==> config.mk <==
export PLATFORM = sky130hd
export DESIGN_NAME = matmul_grid_mem_ctrl
export DESIGN_NICKNAME = d
export VERILOG_FILES = /design/src/rtl/matmul_grid_mem_ctrl.sv
export SDC_FILE = /design/constraint.sdc
export NUM_CORES = 1
export LEC_CHECK = 0
export CAP_MARGIN = 20
export CORE_MARGIN = 3
export CORE_UTILIZATION = 47
export CTS_CLUSTER_DIAMETER = 50
export DETAILED_ROUTE_END_ITERATION = 6
export PLACE_DENSITY = 0.77
export REMOVE_ABC_BUFFERS = 1
export SLEW_MARGIN = 20
export SYNTH_ARGS = -nofsm -noshare
export SYNTH_HDL_FRONTEND = slang
export SYNTH_SLANG_ARGS = --single-unit
export TNS_END_PERCENT = 100
==> constraint.sdc <==
create_clock -name clk_i -period 4.8 [get_ports clk_i]
set_input_delay 0.96 -clock clk_i [delete_from_list [all_inputs] [get_ports clk_i]]
set_output_delay 0.96 -clock clk_i [all_outputs]
set_load 0.02 [all_outputs]
==> src/rtl/matmul_grid_mem_ctrl.sv <==
// Memory-side sequencer for a GRID_ROWS x GRID_COLS grid of systolic matmul tiles.
// Arbitrates host load/readout against compute on the A/B/C bank ports. A run feeds
// skewed A/B read addresses, waits for the grid to drain, then writes C back row by row.
//
// Ports:
//   clk_i, resetn_i      clock, synchronous active-low reset
//   start_i, k_len_i     run request and reduction length (sampled in idle only)
//   host_wr_en_i         host write of A/B banks at host_addr_i
//   host_rd_en_i         host read of C bank host_bank_i at host_addr_i
//   host_addr_i          host address
//   host_bank_i          C bank index for readout
//   busy_o, done_o       run in progress / one-cycle end-of-run pulse
//   host_err_o           one-cycle pulse for a rejected or conflicting host request
//   a_en_o, a_addr_o     per-A-bank feed valid and address (bank r at [r*AWIDTH +: AWIDTH])
//   b_en_o, b_addr_o     per-B-bank feed valid and address
//   c_addr_o, c_we_o     shared C address and per-bank write enables
//   c_rd_sel_o           one-hot C readout mux select
//   rd_valid_o           readout data valid on the C mux output
// All outputs are registered.
module matmul_grid_mem_ctrl #(
  parameter int unsigned GRID_ROWS    = 2,
  parameter int unsigned GRID_COLS    = 2,
  parameter int unsigned AWIDTH       = 16,
  parameter int unsigned MEM_DEPTH    = 7,
  parameter int unsigned TILE_SIZE    = 8,
  parameter int unsigned DRAIN_CYCLES = 8,
  parameter int unsigned BANK_W       = 1
) (
  input  logic                          clk_i,
  input  logic                          resetn_i,
  input  logic                          start_i,
  input  logic [AWIDTH-1:0]             k_len_i,
  input  logic                          host_wr_en_i,
  input  logic                          host_rd_en_i,
  input  logic [AWIDTH-1:0]             host_addr_i,
  input  logic [BANK_W-1:0]             host_bank_i,
  output logic                          busy_o,
  output logic                          done_o,
  output logic                          host_err_o,
  output logic [GRID_ROWS-1:0]          a_en_o,
  output logic [GRID_ROWS*AWIDTH-1:0]   a_addr_o,
  output logic [GRID_COLS-1:0]          b_en_o,
  output logic [GRID_COLS*AWIDTH-1:0]   b_addr_o,
  output logic [AWIDTH-1:0]             c_addr_o,
  output logic [GRID_ROWS-1:0]          c_we_o,
  output logic [GRID_ROWS-1:0]          c_rd_sel_o,
  output logic                          rd_valid_o
);

  localparam int unsigned Skew = (GRID_ROWS > GRID_COLS) ? GRID_ROWS : GRID_COLS;
  localparam logic [AWIDTH-1:0] IdleAddr  = AWIDTH'(MEM_DEPTH - 1);
  localparam logic [AWIDTH-1:0] DrainLast = AWIDTH'(DRAIN_CYCLES - 1);
  localparam logic [AWIDTH-1:0] WbLast    = AWIDTH'(TILE_SIZE - 1);

  typedef enum logic [2:0] {StIdle, StFeed, StDrain, StWb, StDone} state_e;

  state_e state_q, state_d;
  logic [AWIDTH-1:0] cnt_q, cnt_d;
  logic [AWIDTH-1:0] k_q, k_d;
  logic [AWIDTH-1:0] feed_last;

  logic busy_q, busy_d;
  logic done_q, done_d;
  logic err_q, err_d;
  logic [GRID_ROWS-1:0]        a_en_q, a_en_d;
  logic [GRID_ROWS*AWIDTH-1:0] a_addr_q, a_addr_d;
  logic [GRID_COLS-1:0]        b_en_q, b_en_d;
  logic [GRID_COLS*AWIDTH-1:0] b_addr_q, b_addr_d;
  logic [AWIDTH-1:0]           c_addr_q, c_addr_d;
  logic [GRID_ROWS-1:0]        c_we_q, c_we_d;
  logic [GRID_ROWS-1:0]        c_rd_sel_q, c_rd_sel_d;
  // Readout valid trails the C address by two cycles (bank read latency).
  logic rd_s1_q, rd_s2_q, rd_valid_q;

  logic host_ok, wr_acc, rd_acc, bank_ok;

  // Last feed step: n runs 0 .. k+Skew-2 so the most-skewed lane sees all k addresses.
  assign feed_last = k_q + AWIDTH'(Skew) - AWIDTH'(2);

  always_comb begin
    state_d = state_q;
    cnt_d   = cnt_q;
    k_d     = k_q;
    unique case (state_q)
      StIdle: begin
        if (start_i) begin
          k_d     = k_len_i;
          cnt_d   = '0;
          state_d = (k_len_i == '0) ? StDrain : StFeed;
        end
      end
      StFeed: begin
        if (cnt_q == feed_last) begin
          state_d = StDrain;
          cnt_d   = '0;
        end else begin
          cnt_d = cnt_q + 1'b1;
        end
      end
      StDrain: begin
        if (cnt_q == DrainLast) begin
          state_d = StWb;
          cnt_d   = '0;
        end else begin
          cnt_d = cnt_q + 1'b1;
        end
      end
      StWb: begin
        if (cnt_q == WbLast) begin
          state_d = StDone;
          cnt_d   = '0;
        end else begin
          cnt_d = cnt_q + 1'b1;
        end
      end
      StDone: state_d = StIdle;
      default: state_d = StIdle;
    endcase
  end

  // Host ops only in a quiet idle cycle; start wins over a simultaneous host op.
  always_comb begin
    host_ok = (state_q == StIdle) && !start_i;
    wr_acc  = host_ok && host_wr_en_i;
    rd_acc  = host_ok && host_rd_en_i && !host_wr_en_i;
    bank_ok = 32'(host_bank_i) < GRID_ROWS;
    err_d   = ((host_wr_en_i || host_rd_en_i) && !host_ok) ||
              (host_ok && host_wr_en_i && host_rd_en_i) ||
              (rd_acc && !bank_ok);
  end

  // Registered outputs are derived from the next state so they line up with it.
  always_comb begin
    busy_d   = (state_d != StIdle);
    done_d   = (state_d == StDone);
    a_en_d   = '0;
    b_en_d   = '0;
    a_addr_d = a_addr_q;
    b_addr_d = b_addr_q;

    for (int unsigned r = 0; r < GRID_ROWS; r++) begin
      if (state_d == StFeed && cnt_d >= AWIDTH'(r) && cnt_d < AWIDTH'(r) + k_d) begin
        a_en_d[r]                  = 1'b1;
        a_addr_d[r*AWIDTH +: AWIDTH] = cnt_d - AWIDTH'(r);
      end else if (wr_acc) begin
        a_addr_d[r*AWIDTH +: AWIDTH] = host_addr_i;
      end else if (state_d == StIdle || state_d == StDone) begin
        a_addr_d[r*AWIDTH +: AWIDTH] = IdleAddr;
      end
    end

    for (int unsigned c = 0; c < GRID_COLS; c++) begin
      if (state_d == StFeed && cnt_d >= AWIDTH'(c) && cnt_d < AWIDTH'(c) + k_d) begin
        b_en_d[c]                  = 1'b1;
        b_addr_d[c*AWIDTH +: AWIDTH] = cnt_d - AWIDTH'(c);
      end else if (wr_acc) begin
        b_addr_d[c*AWIDTH +: AWIDTH] = host_addr_i;
      end else if (state_d == StIdle || state_d == StDone) begin
        b_addr_d[c*AWIDTH +: AWIDTH] = IdleAddr;
      end
    end

    c_we_d   = (state_d == StWb) ? '1 : '0;
    c_addr_d = c_addr_q;
    if (state_d == StWb) begin
      c_addr_d = cnt_d;
    end else if (rd_acc) begin
      c_addr_d = host_addr_i;
    end

    // Out-of-range bank selects nothing but the readout still completes.
    c_rd_sel_d = '0;
    for (int unsigned i = 0; i < GRID_ROWS; i++) begin
      c_rd_sel_d[i] = rd_acc && (32'(host_bank_i) == i);
    end
  end

  always_ff @(posedge clk_i) begin
    if (!resetn_i) begin
      state_q    <= StIdle;
      cnt_q      <= '0;
      k_q        <= '0;
      busy_q     <= 1'b0;
      done_q     <= 1'b0;
      err_q      <= 1'b0;
      a_en_q     <= '0;
      a_addr_q   <= {GRID_ROWS{IdleAddr}};
      b_en_q     <= '0;
      b_addr_q   <= {GRID_COLS{IdleAddr}};
      c_addr_q   <= '0;
      c_we_q     <= '0;
      c_rd_sel_q <= '0;
      rd_s1_q    <= 1'b0;
      rd_s2_q    <= 1'b0;
      rd_valid_q <= 1'b0;
    end else begin
      state_q    <= state_d;
      cnt_q      <= cnt_d;
      k_q        <= k_d;
      busy_q     <= busy_d;
      done_q     <= done_d;
      err_q      <= err_d;
      a_en_q     <= a_en_d;
      a_addr_q   <= a_addr_d;
      b_en_q     <= b_en_d;
      b_addr_q   <= b_addr_d;
      c_addr_q   <= c_addr_d;
      c_we_q     <= c_we_d;
      c_rd_sel_q <= c_rd_sel_d;
      rd_s1_q    <= rd_acc;
      rd_s2_q    <= rd_s1_q;
      rd_valid_q <= rd_s2_q;
    end
  end

  assign busy_o     = busy_q;
  assign done_o     = done_q;
  assign host_err_o = err_q;
  assign a_en_o     = a_en_q;
  assign a_addr_o   = a_addr_q;
  assign b_en_o     = b_en_q;
  assign b_addr_o   = b_addr_q;
  assign c_addr_o   = c_addr_q;
  assign c_we_o     = c_we_q;
  assign c_rd_sel_o = c_rd_sel_q;
  assign rd_valid_o = rd_valid_q;

endmodule

==> summary.md <==
## Run
* max-capacitance violation count: 0

## Clock network
* number of buffers created by CTS: 9
* Clock transition at path regs: 0.07 ns
* clock root buffer master: sky130_fd_sc_hd__clkbuf_16
* clock tree from TritonCTS: built
* Max Buffers Root-to-Sink: 2
* Sink Count: 94
* clock network latency to the later pin of the worst-skew pair: 0.35 ns
* H-tree levels: 3

## Setup path
* type of element launching the critical path: input port
* data required time at the worst endpoint: 5.08 ns
* most numerous cell on the critical path: sky130_fd_sc_hd__buf_4
* start-to-end type of the worst setup path: input port to flop
* kind of end point of the critical path: flop
* setup slack of the most critical reg-to-reg path: 0.26 ns
* top fanout value on the critical path: 5
* Crit Reg-Reg Endpoint: a_addr_o[21]
* max incr delay on CP: 0.54 ns
* cell chain of the critical path: clkdlybuf4s50_1 > mux2i_2 > buf_4 > inv_1 > ha_2 > nand2_2 > nor3_4 > nand2b_4 > nor3b_2 > xor2_1 > ha_1 > a21o_1 > a21oi_1 > o221ai_1 > or4_4 > a41oi_4 > buf_6 > buf_16 > buf_4 > a221oi_2 > a211oi_2
* CP arrival: 4.96 ns
* slowest cell on the critical path: sky130_fd_sc_hd__or4_4
* launch instance of the worst register-to-register path: cnt_q[8]
* FF-to-FF path depth: 18

## Worst hold path
* WHS Endpoint: rd_s2_q
* Hold Startpoint: rd_s1_q
* worst hold path depth: 1
* worst hold path type: flop to flop

## Detailed routing
* violation count after the first detailed-routing iteration: 542
* total via count after detailed routing: 6162
* # DRC: 0
* Final Routed Wirelength: 20900 um
* drt via density: 5.99
* post-DR wirelength/cell: 20.3 um
* post-route antenna net violation count: 0
* first-pass iteration count of the detailed router: 5

## Logic synthesis
* post-synthesis sequential area ratio: 0.305
* Post-Syn Area: 6170 um^2
* asr flop ratio synth: 0
* XOR/XNOR share of the synthesized area: 0.0695
* top cell type by total area after synthesis: sky130_fd_sc_hd__dfxtp_1
* cells taking the most area after synthesis: sky130_fd_sc_hd__dfxtp_1, sky130_fd_sc_hd__ha_1, sky130_fd_sc_hd__nor2_1
* Cells after Synth: 696
* number of synthesized register bits: 94
* unique cell type count in the Yosys netlist: 75
* Synth Area in Simple Gates: 0.215
* top post-synthesis cells by count: sky130_fd_sc_hd__dfxtp_1, sky130_fd_sc_hd__nor2_1, sky130_fd_sc_hd__nand2_1
* fraction of the mapped netlist area in adder cells: 0.0689
* flip-flop cell with the highest count after synthesis: sky130_fd_sc_hd__dfxtp_1
* mux share of post-synthesis cell area: 0.0357
* Warnings, synthesis: 0
* most frequent cell after synthesis: sky130_fd_sc_hd__dfxtp_1
* mean instance size in the synthesized netlist: 8.87 um^2
* Post-synth EDFFs: 0
* largest family of logic cells by synthesized area: simple AND/OR/NAND/NOR gates
* Yosys top cell area share: 0.305
* complex-gate fraction of the synthesized area: 0.213

## Die
* die height: 121 um
* placeable core region: 12700 um^2
* number of cell rows: 41
* die outline area: 14500 um^2
* I/O pin count: 130
* x dimension of the die: 121 um
* starting density of the core: 0.485

## Timing
* headroom to the max-slew limit: 0.357
* Highest Clock Rate: 0.214 GHz
* Final Hold Vio Count: 0
* fin. max-slew vios: 0
* worst-case clock skew: 0.00880 ns
* minimum period implied by the final worst setup slack: 4.68 ns
* portion of the clock cycle consumed by the worst path in the final layout: 0.975
* # setup viols final: 0
* slew at the pin closest to its max-slew limit: 0.962 ns
* RSZ-0062 raised after global routing: no

## Global route
* first-pass GRT wire length: 33800 um
* number of global-route vias before repair: 6338
* total overflow reported by the global router: 0
* number of antenna violations at the first check in global routing: 0
* Overall Global Routing Usage: 0.290
* largest net degree at the start of global routing: 37

## Cells and area
* combined area of the multi-input logic cells: 3870 um^2
* synth-to-layout area growth: 37.4%
* final layout net count: 924
* share of final-layout standard cells stronger than drive strength 1: 0.217
* diode count: 0
* fraction of the core area covered by cells at the end of the flow: 0.667
* FILL cells: 1056
* sequential cell area in the final layout: 1880 um^2
* post-route cell area: 8480 um^2

## Power and ir drop
* Final Power: 3.60 mW
* static leakage: 3.51 nW
* Max VDD drop: 243 uV
* power density over cell area: 425 nW/um^2

## Placed design
* half-perimeter wire length after detailed placement: 15100 um
* Port Buffer Count: 129
* placed standard-cell area: 7830 um^2
* Placer Congestion: 0.883

## Run status
* result of the run: finished clean

[stage by stage]
step	setup WS, ns	std cells	hold WS [ns]	TNS [ns]
floorplan	-0.829	616	0.412	-11.30
global placement	-0.520	996	0.417	-6.84
detailed placement	-0.715	996	0.431	-10.19
CTS	0.00348	1025	0.452	0
global route	0.000428	1029	0.470	0
finish	0.122	1029	0.448	0
[layout make-up]
| class | instances | share of cell area |
|---|---|---|
| multi-input combinational | 504 | 0.457 |
| timing repair buffer | 225 | 0.252 |
| sequential | 94 | 0.222 |
| clock buffer | 10 | 0.0282 |
| tap | 172 | 0.0254 |
| inverter | 18 | 0.00826 |
| clock inverter | 6 | 0.00679 |
[worst max-delay path by stage]
| stage | startpoint | cells past startpoint | to | slack (ns) |
|---|---|---|---|---|
| floorplan | start_i | 16 | a_addr_o[20] | -0.83 |
| global placement | start_i | 19 | a_addr_o[20] | -0.52 |
| detailed placement | start_i | 19 | a_addr_o[30] | -0.72 |
| CTS | start_i | 20 | a_addr_o[21] | 0.003 |
| global route | k_len_i[1] | 21 | a_addr_o[21] | 0.0004 |
| finish | k_len_i[1] | 21 | a_addr_o[21] | 0.12 |
[sequential cells by signal (all words and copies together) (netlist names)]
register and flops:
rd_s2_q 1, b_en_o 2, c_addr_o 16, busy_o 1, a_addr_o 16, c_rd_sel_o 2
state_q 3, b_addr_o 16, c_we_o 1, done_o 1, host_err_o 1, rd_valid_o 1
cnt_q 16, rd_s1_q 1, k_q 16
[worst max-delay path, delay by kind of cell]
family / cells / cell delay [ns]
mux: 1 / 0.11
xor+xnor: 1 / 0.19
buf+inv: 6 / 1.11
fa+ha+maj: 2 / 0.46
simple gates: 5 / 1.16
compound gates: 6 / 0.97
[layout by cell type (no fill, tap or decap), types with 6 or more instances in the layout]
cell,instances
sky130_fd_sc_hd__nand2b_1,7
sky130_fd_sc_hd__buf_4,86
sky130_fd_sc_hd__dfxtp_1,92
sky130_fd_sc_hd__nand3_1,12
sky130_fd_sc_hd__nor2_1,74
sky130_fd_sc_hd__and2_1,18
sky130_fd_sc_hd__xnor2_1,18
sky130_fd_sc_hd__buf_12,6
sky130_fd_sc_hd__a221oi_1,8
sky130_fd_sc_hd__a211oi_1,23
sky130_fd_sc_hd__ha_1,33
sky130_fd_sc_hd__o21ai_0,10
sky130_fd_sc_hd__a21oi_1,23
sky130_fd_sc_hd__mux2i_1,19
sky130_fd_sc_hd__a221oi_2,8
sky130_fd_sc_hd__xor2_1,31
sky130_fd_sc_hd__a211oi_2,8
sky130_fd_sc_hd__nor3_1,12
sky130_fd_sc_hd__clkbuf_16,9
sky130_fd_sc_hd__nand4_1,12
sky130_fd_sc_hd__a22oi_1,23
sky130_fd_sc_hd__clkdlybuf4s50_1,126
sky130_fd_sc_hd__nand2_1,38
sky130_fd_sc_hd__a21o_1,11
sky130_fd_sc_hd__nor4_1,9
sky130_fd_sc_hd__nor2b_1,6
sky130_fd_sc_hd__inv_1,15
sky130_fd_sc_hd__nor3_4,6
[what timing repair did]
item,in CTS,in global routing
endpoints found under the setup margin,17,17
resized for setup,31,13
hold buffers,0,0
setup buffers,11,4
cloned,2,0
pin swaps,6,10
[logic make-up after synthesis]
family                     Yosys count
muxes                               22
xor gates and xnor gates            49
adders and majority gates           34
AOI/OAI and AO/OA                  160
DFF                                 94
and+or+nand+nor                    239
buffers and inverters               98
[layer usage]
layer / vias to the layer above / share of wire / GRT usage
met2: 289 / 0.50 / 0.500
met1: 3010 / 0.41 / 0.363
met5: - / 0 / 0
li1: 2816 / - / -
met3: 47 / 0.064 / 0.0514
met4: 0 / 0.029 / 0.106
[where the power goes]
group	switching, mW	leakage [nW]	internal, mW
combinational	0.963	2.60	0.895
sequential	0.111	0.770	0.901
clock	0.353	0.148	0.380
(Power assumes the default switching activity.)
